`config.mk`:
```
export PLATFORM = sky130hd
export DESIGN_NAME = ex_stage_flat
export DESIGN_NICKNAME = d
export VERILOG_FILES = /design/src/rtl/ex_stage_if.sv /design/src/rtl/ex_stage.sv /design/src/flat_wrapper.sv
export SDC_FILE = /design/constraint.sdc
export NUM_CORES = 1
export LEC_CHECK = 0
export CELL_PAD_IN_SITES_DETAIL_PLACEMENT = 1
export CELL_PAD_IN_SITES_GLOBAL_PLACEMENT = 1
export CORE_UTILIZATION = 39
export CTS_BUF_LIST = sky130_fd_sc_hd__clkbuf_16
export CTS_CLUSTER_SIZE = 20
export DETAILED_ROUTE_END_ITERATION = 10
export PLACE_DENSITY = 0.87
export SLEW_MARGIN = 20
export SYNTH_ARGS = -nofsm -noshare
export SYNTH_HDL_FRONTEND = slang
export SYNTH_SLANG_ARGS = --single-unit
export TNS_END_PERCENT = 50
```
`constraint.sdc`:
```
create_clock -name clk -period 6.2 [get_ports clk]
set_input_delay 0.62 -clock clk [delete_from_list [all_inputs] [get_ports clk]]
set_output_delay 0.62 -clock clk [all_outputs]
set_load 0.02 [all_outputs]
```
`src/rtl/ex_stage_if.sv`:
```
// ID/EX, writeback and EX/MEM signal bundle for the execute stage.
// The slave side is the execute stage itself; the master side is whatever
// drives the ID/EX register and consumes EX/MEM.
interface ex_stage_if #(
    parameter int XLEN = 32
);
    logic [XLEN-1:0] ID_EX_PC;
    logic [XLEN-1:0] ID_EX_RD1;
    logic [XLEN-1:0] ID_EX_RD2;
    logic [XLEN-1:0] ID_EX_Imm;
    logic [31:0]     ID_EX_Instr;
    logic [1:0]      ID_EX_ASel;
    logic [1:0]      ID_EX_BSel;
    logic [3:0]      ID_EX_ALUSel;
    logic            ID_EX_MemR;
    logic            ID_EX_MemW;
    logic [1:0]      ID_EX_WBSel;
    logic            ID_EX_RegWEn;

    logic [4:0]      WB_rd;
    logic [XLEN-1:0] WB_data;
    logic            WB_RegWEn;

    logic            stall;
    logic            flush;

    logic [XLEN-1:0] EX_MEM_ALU;
    logic [XLEN-1:0] EX_MEM_RD2;
    logic [XLEN-1:0] EX_MEM_PC4;
    logic [31:0]     EX_MEM_Instr;
    logic            EX_MEM_MemR;
    logic            EX_MEM_MemW;
    logic            EX_MEM_RegWEn;
    logic [1:0]      EX_MEM_WBSel;

    modport master (
        output ID_EX_PC, ID_EX_RD1, ID_EX_RD2, ID_EX_Imm, ID_EX_Instr,
               ID_EX_ASel, ID_EX_BSel, ID_EX_ALUSel, ID_EX_MemR, ID_EX_MemW,
               ID_EX_WBSel, ID_EX_RegWEn, WB_rd, WB_data, WB_RegWEn, stall, flush,
        input  EX_MEM_ALU, EX_MEM_RD2, EX_MEM_PC4, EX_MEM_Instr, EX_MEM_MemR,
               EX_MEM_MemW, EX_MEM_RegWEn, EX_MEM_WBSel
    );

    modport slave (
        input  ID_EX_PC, ID_EX_RD1, ID_EX_RD2, ID_EX_Imm, ID_EX_Instr,
               ID_EX_ASel, ID_EX_BSel, ID_EX_ALUSel, ID_EX_MemR, ID_EX_MemW,
               ID_EX_WBSel, ID_EX_RegWEn, WB_rd, WB_data, WB_RegWEn, stall, flush,
        output EX_MEM_ALU, EX_MEM_RD2, EX_MEM_PC4, EX_MEM_Instr, EX_MEM_MemR,
               EX_MEM_MemW, EX_MEM_RegWEn, EX_MEM_WBSel
    );
endinterface

```
`src/rtl/ex_stage.sv`:
```
// RV32I execute stage: operand forwarding from EX/MEM and WB, ALU, and the
// EX/MEM pipeline register with stall (hold) and flush (bubble).
module ex_stage #(
    parameter int          XLEN      = 32,
    parameter logic [31:0] NOP_INSTR = 32'h0000_0013
) (
    input  logic         clk,
    input  logic         rst,
    ex_stage_if.slave    bus
);
    logic [XLEN-1:0] r_alu, r_rd2, r_pc4;
    logic [31:0]     r_instr;
    logic            r_memr, r_memw, r_regwen;
    logic [1:0]      r_wbsel;

    logic [4:0]      rs1, rs2, ex_rd;
    logic            ex_fwd_ok, wb_fwd_ok;
    logic [XLEN-1:0] ex_fwd_val;
    logic [XLEN-1:0] fwd1, fwd2, op_a, op_b, alu_y, pc4;
    logic [4:0]      shamt;

    assign rs1   = bus.ID_EX_Instr[19:15];
    assign rs2   = bus.ID_EX_Instr[24:20];
    assign ex_rd = r_instr[11:7];

    // A load's ALU field holds an address, not the loaded data, so it is never a source.
    assign ex_fwd_ok  = r_regwen && !r_memr && (ex_rd != 5'd0);
    assign ex_fwd_val = (r_wbsel == 2'd2) ? r_pc4 : r_alu;
    assign wb_fwd_ok  = bus.WB_RegWEn && (bus.WB_rd != 5'd0);

    // Forwarding muxes: EX/MEM has priority over WB as it is the younger result.
    always_comb begin
        fwd1 = bus.ID_EX_RD1;
        fwd2 = bus.ID_EX_RD2;
        if (ex_fwd_ok && ex_rd == rs1)
            fwd1 = ex_fwd_val;
        else if (wb_fwd_ok && bus.WB_rd == rs1)
            fwd1 = bus.WB_data;
        if (ex_fwd_ok && ex_rd == rs2)
            fwd2 = ex_fwd_val;
        else if (wb_fwd_ok && bus.WB_rd == rs2)
            fwd2 = bus.WB_data;
    end

    // Operand selection for the ALU.
    always_comb begin
        op_a = '0;
        op_b = '0;
        case (bus.ID_EX_ASel)
            2'd0:    op_a = fwd1;
            2'd1:    op_a = bus.ID_EX_PC;
            default: op_a = '0;
        endcase
        case (bus.ID_EX_BSel)
            2'd0:    op_b = fwd2;
            2'd1:    op_b = bus.ID_EX_Imm;
            2'd2:    op_b = XLEN'(4);
            default: op_b = '0;
        endcase
    end

    assign shamt = op_b[4:0];
    assign pc4   = bus.ID_EX_PC + XLEN'(4);

    // ALU; unassigned opcodes produce zero.
    always_comb begin
        alu_y = '0;
        case (bus.ID_EX_ALUSel)
            4'd0:    alu_y = op_a + op_b;
            4'd1:    alu_y = op_a - op_b;
            4'd2:    alu_y = op_a << shamt;
            4'd3:    alu_y = XLEN'($signed(op_a) < $signed(op_b));
            4'd4:    alu_y = XLEN'(op_a < op_b);
            4'd5:    alu_y = op_a ^ op_b;
            4'd6:    alu_y = op_a >> shamt;
            4'd7:    alu_y = $signed(op_a) >>> shamt;
            4'd8:    alu_y = op_a | op_b;
            4'd9:    alu_y = op_a & op_b;
            4'd10:   alu_y = op_b;
            default: alu_y = '0;
        endcase
    end

    // EX/MEM register: flush beats stall beats normal load.
    always_ff @(posedge clk or posedge rst) begin
        if (rst) begin
            r_alu    <= '0;
            r_rd2    <= '0;
            r_pc4    <= '0;
            r_instr  <= NOP_INSTR;
            r_memr   <= 1'b0;
            r_memw   <= 1'b0;
            r_regwen <= 1'b0;
            r_wbsel  <= 2'd0;
        end else if (bus.flush) begin
            r_alu    <= '0;
            r_rd2    <= '0;
            r_pc4    <= '0;
            r_instr  <= NOP_INSTR;
            r_memr   <= 1'b0;
            r_memw   <= 1'b0;
            r_regwen <= 1'b0;
            r_wbsel  <= 2'd0;
        end else if (!bus.stall) begin
            r_alu    <= alu_y;
            r_rd2    <= fwd2;
            r_pc4    <= pc4;
            r_instr  <= bus.ID_EX_Instr;
            r_memr   <= bus.ID_EX_MemR;
            r_memw   <= bus.ID_EX_MemW;
            r_regwen <= bus.ID_EX_RegWEn;
            r_wbsel  <= bus.ID_EX_WBSel;
        end
    end

    assign bus.EX_MEM_ALU    = r_alu;
    assign bus.EX_MEM_RD2    = r_rd2;
    assign bus.EX_MEM_PC4    = r_pc4;
    assign bus.EX_MEM_Instr  = r_instr;
    assign bus.EX_MEM_MemR   = r_memr;
    assign bus.EX_MEM_MemW   = r_memw;
    assign bus.EX_MEM_RegWEn = r_regwen;
    assign bus.EX_MEM_WBSel  = r_wbsel;
endmodule

```
`src/flat_wrapper.sv`:
```
// flat-port wrapper written by rule: the top's interface ports become plain ports
module ex_stage_flat 
#(
    parameter int          XLEN      = 32,
    parameter logic [31:0] NOP_INSTR = 32'h0000_0013
)
  (clk, rst, bus_ID_EX_PC, bus_ID_EX_RD1, bus_ID_EX_RD2, bus_ID_EX_Imm, bus_ID_EX_Instr, bus_ID_EX_ASel, bus_ID_EX_BSel, bus_ID_EX_ALUSel, bus_ID_EX_MemR, bus_ID_EX_MemW, bus_ID_EX_WBSel, bus_ID_EX_RegWEn, bus_WB_rd, bus_WB_data, bus_WB_RegWEn, bus_stall, bus_flush, bus_EX_MEM_ALU, bus_EX_MEM_RD2, bus_EX_MEM_PC4, bus_EX_MEM_Instr, bus_EX_MEM_MemR, bus_EX_MEM_MemW, bus_EX_MEM_RegWEn, bus_EX_MEM_WBSel);
  ex_stage_if #(.XLEN(XLEN)) bus_i ();
  input  logic clk;
  input  logic rst;
  input wire logic [$bits(bus_i.ID_EX_PC)-1:0] bus_ID_EX_PC;
  input wire logic [$bits(bus_i.ID_EX_RD1)-1:0] bus_ID_EX_RD1;
  input wire logic [$bits(bus_i.ID_EX_RD2)-1:0] bus_ID_EX_RD2;
  input wire logic [$bits(bus_i.ID_EX_Imm)-1:0] bus_ID_EX_Imm;
  input wire logic [$bits(bus_i.ID_EX_Instr)-1:0] bus_ID_EX_Instr;
  input wire logic [$bits(bus_i.ID_EX_ASel)-1:0] bus_ID_EX_ASel;
  input wire logic [$bits(bus_i.ID_EX_BSel)-1:0] bus_ID_EX_BSel;
  input wire logic [$bits(bus_i.ID_EX_ALUSel)-1:0] bus_ID_EX_ALUSel;
  input wire logic [$bits(bus_i.ID_EX_MemR)-1:0] bus_ID_EX_MemR;
  input wire logic [$bits(bus_i.ID_EX_MemW)-1:0] bus_ID_EX_MemW;
  input wire logic [$bits(bus_i.ID_EX_WBSel)-1:0] bus_ID_EX_WBSel;
  input wire logic [$bits(bus_i.ID_EX_RegWEn)-1:0] bus_ID_EX_RegWEn;
  input wire logic [$bits(bus_i.WB_rd)-1:0] bus_WB_rd;
  input wire logic [$bits(bus_i.WB_data)-1:0] bus_WB_data;
  input wire logic [$bits(bus_i.WB_RegWEn)-1:0] bus_WB_RegWEn;
  input wire logic [$bits(bus_i.stall)-1:0] bus_stall;
  input wire logic [$bits(bus_i.flush)-1:0] bus_flush;
  output wire logic [$bits(bus_i.EX_MEM_ALU)-1:0] bus_EX_MEM_ALU;
  output wire logic [$bits(bus_i.EX_MEM_RD2)-1:0] bus_EX_MEM_RD2;
  output wire logic [$bits(bus_i.EX_MEM_PC4)-1:0] bus_EX_MEM_PC4;
  output wire logic [$bits(bus_i.EX_MEM_Instr)-1:0] bus_EX_MEM_Instr;
  output wire logic [$bits(bus_i.EX_MEM_MemR)-1:0] bus_EX_MEM_MemR;
  output wire logic [$bits(bus_i.EX_MEM_MemW)-1:0] bus_EX_MEM_MemW;
  output wire logic [$bits(bus_i.EX_MEM_RegWEn)-1:0] bus_EX_MEM_RegWEn;
  output wire logic [$bits(bus_i.EX_MEM_WBSel)-1:0] bus_EX_MEM_WBSel;
  assign bus_i.ID_EX_PC = bus_ID_EX_PC;
  assign bus_i.ID_EX_RD1 = bus_ID_EX_RD1;
  assign bus_i.ID_EX_RD2 = bus_ID_EX_RD2;
  assign bus_i.ID_EX_Imm = bus_ID_EX_Imm;
  assign bus_i.ID_EX_Instr = bus_ID_EX_Instr;
  assign bus_i.ID_EX_ASel = bus_ID_EX_ASel;
  assign bus_i.ID_EX_BSel = bus_ID_EX_BSel;
  assign bus_i.ID_EX_ALUSel = bus_ID_EX_ALUSel;
  assign bus_i.ID_EX_MemR = bus_ID_EX_MemR;
  assign bus_i.ID_EX_MemW = bus_ID_EX_MemW;
  assign bus_i.ID_EX_WBSel = bus_ID_EX_WBSel;
  assign bus_i.ID_EX_RegWEn = bus_ID_EX_RegWEn;
  assign bus_i.WB_rd = bus_WB_rd;
  assign bus_i.WB_data = bus_WB_data;
  assign bus_i.WB_RegWEn = bus_WB_RegWEn;
  assign bus_i.stall = bus_stall;
  assign bus_i.flush = bus_flush;
  assign bus_EX_MEM_ALU = bus_i.EX_MEM_ALU;
  assign bus_EX_MEM_RD2 = bus_i.EX_MEM_RD2;
  assign bus_EX_MEM_PC4 = bus_i.EX_MEM_PC4;
  assign bus_EX_MEM_Instr = bus_i.EX_MEM_Instr;
  assign bus_EX_MEM_MemR = bus_i.EX_MEM_MemR;
  assign bus_EX_MEM_MemW = bus_i.EX_MEM_MemW;
  assign bus_EX_MEM_RegWEn = bus_i.EX_MEM_RegWEn;
  assign bus_EX_MEM_WBSel = bus_i.EX_MEM_WBSel;
  ex_stage #(.XLEN(XLEN), .NOP_INSTR(NOP_INSTR)) u_core (.clk(clk), .rst(rst), .bus(bus_i));
endmodule
```
## Word-level counts from Yosys, hierarchy flattened

Index checks and enable logic that the tools add are counted.

| cells by class | value |
|---|---|
| equal/unequal tests | 19 |
| reductions and logical operators | 13 |
| $add $sub $neg | 3 |
| bitwise gates (word level) | 3 |
| shifts and indexed selects | 3 |
| $lt $le $gt $ge | 2 |
| muxes and demuxes | 24 |

Operators with widths:

| kind | number |
|---|---|
| $mux W32 | 13 |
| $pmux W32 S11 | 1 |
| $pmux W32 S3 | 1 |
| $lt A32 B32 Y1 | 2 |
| $pmux W32 S2 | 1 |
| $add A32 B3 Y32 const B | 1 |
| $add A32 B32 Y32 | 1 |
| $and A32 B32 Y32 | 1 |
| $or A32 B32 Y32 | 1 |
| $shl A32 B5 Y32 | 1 |
| $shr A32 B5 Y32 | 1 |
| $sshr A32 B5 Y32 | 1 |
| $sub A32 B32 Y32 | 1 |
| $xor A32 B32 Y32 | 1 |
| $eq A5 B5 Y1 | 4 |
| $eq A4 B3 Y1 const B | 4 |
| $eq A4 B4 Y1 const B | 3 |
| $reduce_bool A5 Y1 | 2 |
| $eq A4 B2 Y1 const B | 2 |
| $logic_and A1 B1 Y1 | 7 |
| $mux W1 | 6 |
| $eq A2 B1 Y1 const B | 2 |
| $eq A2 B2 Y1 const B | 2 |
| $eq A4 B1 Y1 const B | 1 |
| 5 further kinds | 7 |

| word-level totals | value |
|---|---|
| input bits | 215 |
| output and inout bits | 133 |
| word-level logic and storage cells | 75 |
| bits in registers | 133 |

## Longest topological paths before layout

Gate-level depths: netlist of run 1.

| depth | value |
|---|---|
| depth after elaboration | 10 |
| depth in mapped cells | 26 |
| gate-level depth less buffers | 21 |

## Worst setup path after synthesis of run 1

Ideal clock, no wire load.

| timing path | value |
|---|---|
| kind | input port to flip-flop |
| start | input port bus_WB_rd[1] |
| end | register u_core.r_alu[30] (netlist: u_core.bus.EX_MEM_ALU[30]) |
| stages | 20 |
| arrival | 5309 ps |
| slack | 806 ps |
| path buffers | 4 |
| required time | 6114 ps |
| library setup time | 86 ps |
| path through | or4_1 -> a21oi_2 -> nor3_2 -> or3_1 -> a32oi_4 -> buf_2 -> buf_2 -> buf_1 -> ha_1 -> clkbuf_1 -> a221oi_1 -> nor2_1 -> o41a_1 -> o21ai_0 -> a211oi_1 -> o21a_1 -> o41ai_1 -> a211o_1 -> o21ai_0 -> a32oi_1 |

| on the way | value |
|---|---|
| cells in the longest elaborated chain, start to end | 10 |
| elaborated cells on any way between the ends | 23 |
| those cells by class | add/sub (2); eq/ne (2); shift (3); mux (9); bitwise (3); reduce/logical (4) |

Ends and longest elaborated chain:

| what | RTL line | source |
|---|---|---|
| start, declared | flat_wrapper.sv:23 | `input wire logic [$bits(bus_i.WB_rd)-1:0] bus_WB_rd;` |
| $reduce_bool A5 Y1 | ex_stage.sv:29 | `assign wb_fwd_ok = bus.WB_RegWEn && (bus.WB_rd != 5'd0);` |
| $logic_and A1 B1 Y1 | ex_stage.sv:29 |  |
| $logic_and A1 B1 Y1 (on tied branches) | ex_stage.sv:41, ex_stage.sv:37 |  |
| $mux W32 (on tied branches) | ex_stage.sv:41, ex_stage.sv:37 |  |
| $mux W32 (on tied branches) | ex_stage.sv:39, ex_stage.sv:35 |  |
| $pmux W32 S3 / $pmux W32 S2 (equally long branches) | ex_stage.sv:54, ex_stage.sv:49 |  |
| $sub A32 B32 Y32 (tied with other cells) | ex_stage.sv:70 | `4'd1: alu_y = op_a - op_b;` |
| $pmux W32 S11 * | ex_stage.sv:68 | `case (bus.ID_EX_ALUSel)` |
| $mux W32 * | ex_stage.sv:104 | `end else if (!bus.stall) begin` |
| $mux W32 * | ex_stage.sv:95 | `end else if (bus.flush) begin` |
| end signal, assigned | ex_stage.sv:105 | `r_alu <= alu_y;` |
| end, declared | ex_stage.sv:11 | `logic [XLEN-1:0] r_alu, r_rd2, r_pc4;` |

Every way passes the cells marked *; elsewhere a longest branch is shown, timed or not. The select of a mux whose other input is x is not followed.
A chain may end at the register's enable or synchronous reset.

## Worst setup path in the final report of run 1

| timing path | value |
|---|---|
| start | input port bus_ID_EX_Instr[23] |
| end | register u_core.r_alu[19] (netlist: u_core.bus.EX_MEM_ALU[19]) |

| on the way | value |
|---|---|
| cells in the longest elaborated chain, start to end | 9 |
| elaborated cells on any way between the ends | 18 |
| those cells by class | add/sub (2); eq/ne (2); shift (3); mux (6); bitwise (3); reduce/logical (2) |

Ends and longest elaborated chain:

| what | RTL line | source |
|---|---|---|
| start, declared | flat_wrapper.sv:15 | `input wire logic [$bits(bus_i.ID_EX_Instr)-1:0] bus_ID_EX_Instr;` |
| $eq A5 B5 Y1 | ex_stage.sv:41 | `else if (wb_fwd_ok && bus.WB_rd == rs2)` |
| $logic_and A1 B1 Y1 | ex_stage.sv:41 |  |
| $mux W32 | ex_stage.sv:41 |  |
| $mux W32 * | ex_stage.sv:39 | `if (ex_fwd_ok && ex_rd == rs2)` |
| $pmux W32 S3 * | ex_stage.sv:54 | `case (bus.ID_EX_BSel)` |
| $sub A32 B32 Y32 (tied with other cells) | ex_stage.sv:70 |  |
| $pmux W32 S11 * | ex_stage.sv:68 |  |
| $mux W32 * | ex_stage.sv:104 |  |
| $mux W32 * | ex_stage.sv:95 |  |

Marked as above.

==> summary.txt, run 1 <==
Outcome
  • Status: finished clean

Routing
  • Post-DRT Antenna Nets: 0
  • DR WL/cell: 34.34 um
  • First drt pass iteration count: 7
  • Max layer used: met5
  • Total vias in the final route: 22,510
  • Vias/cell: 6.817
  • Routed wl met2: 47,770 um
  • Final wirelength: 113,400 um
  • DRC viols: 0
  • WL met1: 42,720 um
  • Met3 wire length: 14,480 um
  • Initial drt markers: 2,907

Clock network
  • CTS tree: built
  • H-tree depth: 4
  • CTS sink count: 133
  • CTS root buf: clkbuf_16
  • Clock latency on the worst-skew pair: 480 ps
  • Maximum buffer depth of the clock tree: 2
  • CTS Buf Count: 17
  • Clock-pin slew on the worst setup and hold paths: 70 ps

Setup path
  • Crit path cell chain: clkdlybuf4s50_1 -> xnor2_1 -> nand3_1 -> nor3_4 -> mux2_2 -> nand2_1 -> o21ai_0 -> mux2i_1 -> or2_2 -> ha_1 -> buf_4 -> a21oi_1 -> o21ai_0 -> buf_4 -> nor4b_1 -> buf_4 -> a211o_1 -> nand2_1 -> a221o_1 -> a221oi_2 -> o221ai_1 -> a221oi_1 -> o21ai_1
  • R2r setup slk: 460 ps
  • Worst EP arrival: 6320 ps
  • Worst EP required: 6540 ps
  • Most frequent CP cell: buf_4
  • Critical Path Max Stage Delay: 550 ps
  • Setup CP Type: input pin to flop
  • Worst setup SP type: input pin
  • Endpoint class of the critical path: flop
  • Worst path slowest cell: nor3_4
  • Crit-path max FO: 10

Global routing
  • Tot GR Track Use: 49.53%
  • First-pass GRT wire length: 159,800 um
  • Grt total ovfl: 0
  • Initial antenna violation count: 14
  • Largest net degree at the start of global routing: 94
  • Vias in the first global route: 22,703

Timing
  • Max-slew violations: 0
  • Final period utilization: 96.46%
  • Slew Limit Headroom: 25.79%
  • Final Skew: 25.60 ps
  • RSZ-0062 raised after global routing: no
  • Final Hold Viols: 0
  • Pin slew with the least headroom to its limit: 1113 ps
  • Hold_ws: 522.8 ps
  • Tmin final: 5981 ps
  • Fmax: 167.2 MHz
  • # setup viols final: 0

Pwr
  • Max VDD drop: 0.2010 mV
  • P_leak: 10.37 nW
  • Pwr/cell area: 176.1 nW/um^2

Logic synthesis
  • Distinct cell type count after synthesis: 94
  • Commonest cells post-synth: mux2i_1 (307), nor2_1 (298), nand2_1 (186)
  • Asr flop ratio synth: 100.0%
  • Area contributors post-synth: dfrtp_1 (19%), mux2i_1 (18%), ha_1 (7.3%)
  • Top FF cell, synth: dfrtp_1
  • Most common cell in the synthesized netlist: mux2i_1
  • Post-synth EDFFs: 0
  • Synth Instances: 2,215
  • Synth area leader: dfrtp_1
  • Seq/Total Area, Yosys: 19.31%
  • Synth Area per Inst: 7.790 um^2
  • Syn_nets: 2,533
  • Synth top area share: 18.85%
  • Post-Syn Area: 17,250 um^2
  • Ys Warns: 0
  • Synthesized flop and latch total: 133

Floorplanning
  • Cell row count: 76
  • Core area: 43,360 um^2
  • DIE HEIGHT: 212.3 um
  • I/O pin cnt: 348
  • Starting Density: 39.79%
  • Die Area: 45,090 um^2
  • Die W: 212.3 um

Placed design
  • Cells after DPL: 3,262
  • IO buf count: 347
  • DP Wirelength: 87,490 um
  • Routability cong.: 1.051

Cells and area
  • Synthesis-to-finish area growth: 35.97%
  • Nets: 3,014
  • Finished Layout Cells: 3,302
  • Share of layout cells above drive strength 1: 15.55%

Job
  • Max Cap Viol: 0

Hold path
  • Type of the tightest min-delay check: flop to flop
==> cells in the final DEF (no fill, tap or decap), types with 16 or more instances in the layout <==
master and n:
a211oi_1 24, a21o_1 18, a21oi_1 158, a221oi_1 19, a22oi_1 16, a31oi_1 19, buf_4 270, clkbuf_16 17
clkdlybuf4s50_1 344, dfrtp_1 130, ha_1 101, inv_1 85, mux2_2 31, mux2i_1 307, nand2_1 186, nand2b_1 18
nand3_1 31, nand4_1 17, nor2_1 295, nor2b_1 19, nor3_1 34, nor4_1 21, o211ai_1 31, o21ai_0 94
o21ai_1 19, o221ai_1 53, o22ai_1 32, or2_2 24, xnor2_1 35, xor2_1 19
==> through the flow <==
stage          TNS [ps]  utilization (%)  power [mW]  setup WS [ps]  area [um^2]
2_1_floorplan         0                -       1.967          805.7        17250
5_1_grt               0            54.08       4.197          64.30        23450
3_3_place_gp          0            52.74       2.924          221.6        22870
4_1_cts               0            54.02       4.018          280.2        23430
6_report              0            54.10       4.131          219.3        23460
3_5_place_dp     -107.3            52.75       2.972         -93.48        22870
==> logic make-up after synthesis <==
| logic type | count (synthesis) | share of synthesized area [%] |
|---|---|---|
| adder cells (fa/ha/maj) | 103 | 7.556 |
| XOR/XNOR | 54 | 2.741 |
| buffers and inverters | 250 | 6.447 |
| AND/OR/NAND/NOR | 709 | 18.60 |
| flip-flops | 133 | 19.31 |
| multiplexers | 346 | 20.43 |
| AO/OA/AOI/OAI | 620 | 24.92 |
==> where the power goes <==
part	internal, mW	switching [mW]
clock network	0.552	0.496
logic	0.821	1.26
registers	0.918	0.0795
total	2.29	1.84
==> path summary, 6_finish.rpt <==
kind,end,from,cells past startpoint
max in group asynchronous,u_core.bus.EX_MEM_ALU[26]$_DFFE_PP0P_,rst,3
min in group asynchronous,u_core.bus.EX_MEM_Instr[29]$_DFFE_PP0P_,rst,2
max,u_core.bus.EX_MEM_ALU[19]$_DFFE_PP0P_,bus_ID_EX_Instr[23],23
max reg2reg,u_core.bus.EX_MEM_ALU[19]$_DFFE_PP0P_,u_core.bus.EX_MEM_Instr[10]$_DFFE_PP0P_,19
min,u_core.bus.EX_MEM_RD2[3]$_DFFE_PP0P_,u_core.bus.EX_MEM_RD2[3]$_DFFE_PP0P_,2
min reg2reg,u_core.bus.EX_MEM_RD2[3]$_DFFE_PP0P_,u_core.bus.EX_MEM_RD2[3]$_DFFE_PP0P_,2
==> state kept, by name, indices dropped and copies added (netlist names) <==
| register | count |
|---|---|
| u_core.bus.EX_MEM_ALU | 32 |
| u_core.bus.EX_MEM_Instr | 32 |
| u_core.bus.EX_MEM_MemR | 1 |
| u_core.bus.EX_MEM_MemW | 1 |
| u_core.bus.EX_MEM_PC4 | 32 |
| u_core.bus.EX_MEM_RD2 | 32 |
| u_core.bus.EX_MEM_RegWEn | 1 |
| u_core.bus.EX_MEM_WBSel | 2 |
==> area by class of cell <==
| class | count | area [um^2] |
|---|---|---|
| diodes | 9 | 22.52 |
| clock buffers | 17 | 425.4 |
| clock inverters | 14 | 126.4 |
| fillers | 5266 | 19900 |
| inverters | 91 | 346.6 |
| multi-input cells | 1832 | 12890 |
| flip-flops and latches | 133 | 3332 |
| well taps | 585 | 732.0 |
| repair buffers | 621 | 5587 |
==> what timing repair did <==
action                     CTS  global route
hold buffers                 0             0
resized for setup            0             2
setup buffers                0             0
setup endpoints to repair    0             2
==> per-layer routing <==
metal,up-vias,track usage (%)
met1,11075,61.24
met3,472,16.54
met2,1827,73.10
met5,-,0
met4,12,32.62
li1,9124,-
==> critical path, delay by kind of cell <==
kind / cells / cell delay (ps)
multiplexers: 2 / 480
XOR/XNOR: 1 / 240
adder cells (fa/ha/maj): 1 / 380
buffers and inverters: 4 / 1060
AND/OR/NAND/NOR: 6 / 1710
AO/OA/AOI/OAI: 9 / 1810
Note: power is estimated with default switching activity, not from simulation.
==> run 2: changes to the inputs <==
--- a/config.mk
+++ b/config.mk
@@ -7,11 +7,13 @@
 export LEC_CHECK = 0
 export CELL_PAD_IN_SITES_DETAIL_PLACEMENT = 1
 export CELL_PAD_IN_SITES_GLOBAL_PLACEMENT = 1
+export CORE_ASPECT_RATIO = 1.25
 export CORE_UTILIZATION = 39
 export CTS_BUF_LIST = sky130_fd_sc_hd__clkbuf_16
 export CTS_CLUSTER_SIZE = 20
 export DETAILED_ROUTE_END_ITERATION = 10
 export PLACE_DENSITY = 0.87
+export SETUP_SLACK_MARGIN = 0.15
 export SLEW_MARGIN = 20
 export SYNTH_ARGS = -nofsm -noshare
 export SYNTH_HDL_FRONTEND = slang
==> summary.txt, run 2 (synthesized netlist as in run 1, its figures left out) <==
Outcome
  • Status: finished clean

Setup path
  • Worst r2r path cells: 21
  • Crit path cell chain: or4_4 -> o211ai_2 -> or2_2 -> buf_4 -> nand2_1 -> o21ai_0 -> mux2i_1 -> or2_2 -> ha_1 -> buf_4 -> nor2b_1 -> nor3_1 -> o21ai_0 -> a21oi_1 -> o21ai_0 -> o211a_1 -> o41a_1 -> a221o_1 -> a21o_1 -> o31ai_1 -> a21oi_1
  • Crit-path max FO: 25
  • Worst EP arrival: 6240 ps
  • Most frequent CP cell: o21ai_0
  • Critical Path Max Stage Delay: 620 ps
  • Critical Path Start: u_core.bus.EX_MEM_Instr[7]$_DFFE_PP0P_
  • Setup CP Type: flop to flop
  • Reg2reg start: u_core.bus.EX_MEM_Instr[7]$_DFFE_PP0P_
  • Worst setup SP type: flop
  • Worst path slowest cell: or4_4
  • Endpoint class of the critical path: flop
  • Worst EP required: 6540 ps

Routing
  • DRC viols: 0
  • Initial drt markers: 2,659
  • Vias/cell: 6.863
  • Final wirelength: 113,700 um
  • Total vias in the final route: 21,995
  • Post-DRT Antenna Nets: 0
  • DR WL/cell: 35.47 um
  • First drt pass iteration count: 5

Job
  • Max Cap Viol: 0

Placed design
  • Worst slack after detailed placement: -42.22 ps
  • IO buf count: 347
  • Dpl cell area: 22,250 um^2
  • Cells after DPL: 3,165
  • Routability cong.: 1.022
  • DP Wirelength: 85,330 um

Timing
  • Setup TNS: 0 ps
  • RSZ-0062 raised after global routing: yes
  • Fmax: 169.4 MHz
  • Max-slew violations: 0
  • Tmin final: 5904 ps
  • Pin slew with the least headroom to its limit: 1137 ps
  • Final setup margin: 295.8 ps
  • # setup viols final: 0
  • Final Skew: 13.50 ps
  • Hold_ws: 537.9 ps
  • Final period utilization: 95.23%
  • Final Hold Viols: 0
  • Slew Limit Headroom: 22.02%

Pwr
  • Pwr/cell area: 178.8 nW/um^2
  • P_leak: 10.00 nW
  • Max VDD drop: 0.1896 mV
  • Final Power: 4.088 mW

Cells and area
  • Most common cell after layout, fill and taps aside: clkdlybuf4s50_1
  • Share of layout cells above drive strength 1: 13.03%
  • Post-Layout Inst Area: 22,860 um^2
  • Most frequent cells in the layout: clkdlybuf4s50_1 (344), mux2i_1 (307), nor2_1 (296), buf_4 (194), nand2_1 (185)
  • Utilization after layout: 52.68%
  • Synthesis-to-finish area growth: 32.47%
  • Finished Layout Cells: 3,205
  • Nets: 2,937

Floorplanning
  • Die W: 190.1 um
  • Starting Density: 39.76%
  • Core area: 43,390 um^2
  • Die Area: 45,090 um^2
  • I/O pin cnt: 348
  • Cell row count: 85
  • DIE HEIGHT: 237.2 um

Global routing
  • Largest net degree at the start of global routing: 91
  • Vias in the first global route: 22,773
  • Tot GR Track Use: 49.60%
  • First-pass GRT wire length: 161,600 um
  • Grt total ovfl: 0
  • Initial antenna violation count: 15

Hold path
  • Min-delay src: u_core.bus.EX_MEM_RD2[15]$_DFFE_PP0P_
  • Hold path depth: 2
  • Type of the tightest min-delay check: flop to flop

Clock network
  • CTS root buf: clkbuf_16
  • CTS Buf Count: 17
  • CTS Hold Bufs: 0
  • Clock-pin slew on the worst setup and hold paths: 80 ps
  • CTS sink count: 133
  • Clock latency on the worst-skew pair: 470 ps
  • H-tree depth: 4
  • Maximum buffer depth of the clock tree: 2
  • CTS tree: built
==> run 2: path summary, 6_finish.rpt <==
| check | slack, ps | end |
|---|---|---|
| max | 300 | u_core.bus.EX_MEM_ALU[31]$_DFFE_PP0P_ |
| min | 540 | u_core.bus.EX_MEM_RD2[15]$_DFFE_PP0P_ |
| max reg2reg | 300 | u_core.bus.EX_MEM_ALU[31]$_DFFE_PP0P_ |
| min reg2reg | 540 | u_core.bus.EX_MEM_RD2[15]$_DFFE_PP0P_ |
| max in group asynchronous | 4120 | u_core.bus.EX_MEM_ALU[24]$_DFFE_PP0P_ |
| min in group asynchronous | 710 | u_core.bus.EX_MEM_Instr[27]$_DFFE_PP0P_ |
==> run 2: cell type report <==
cell class	instances	area [um^2]
fill	5217	20530
multi-input combinational	1832	12870
timing repair buffer	544	4996
sequential	133	3332
tap	565	706.9
clock buffer	17	425.4
inverter	91	346.6
clock inverter	15	155.1
antenna	8	20.02
==> run 2: power by group <==
part	total, mW	internal [mW]	switching, mW
registers	0.998	0.918	0.0803
logic	1.99	0.765	1.22
clock network	1.10	0.595	0.508
total	4.09	2.28	1.81
==> run 2: critical path: cells and delay by family (launching register included) <==
kind | cells | cell delay (ps)
AOI/OAI and AO/OA | 11 | 2340
and+or+nand+nor | 6 | 1730
buffers and inverters | 2 | 570
muxes | 1 | 110
adders and majority gates | 1 | 500
DFF | 1 | 490
==> run 2: per-layer routing <==
layer | up-vias | part of all wire (%) | global-route usage, %
li1 | 8947 | - | -
met1 | 10867 | 36 | 57.32
met2 | 1640 | 45 | 78.08
met3 | 529 | 11 | 13.20
met4 | 12 | 8.7 | 37.55
met5 | - | 0.071 | 0
==> run 2: repair_timing <==
item,CTS,global route
hold endpoints to repair,0,0
setup buffers,0,0
setup endpoints to repair,0,3
resized for setup,0,2
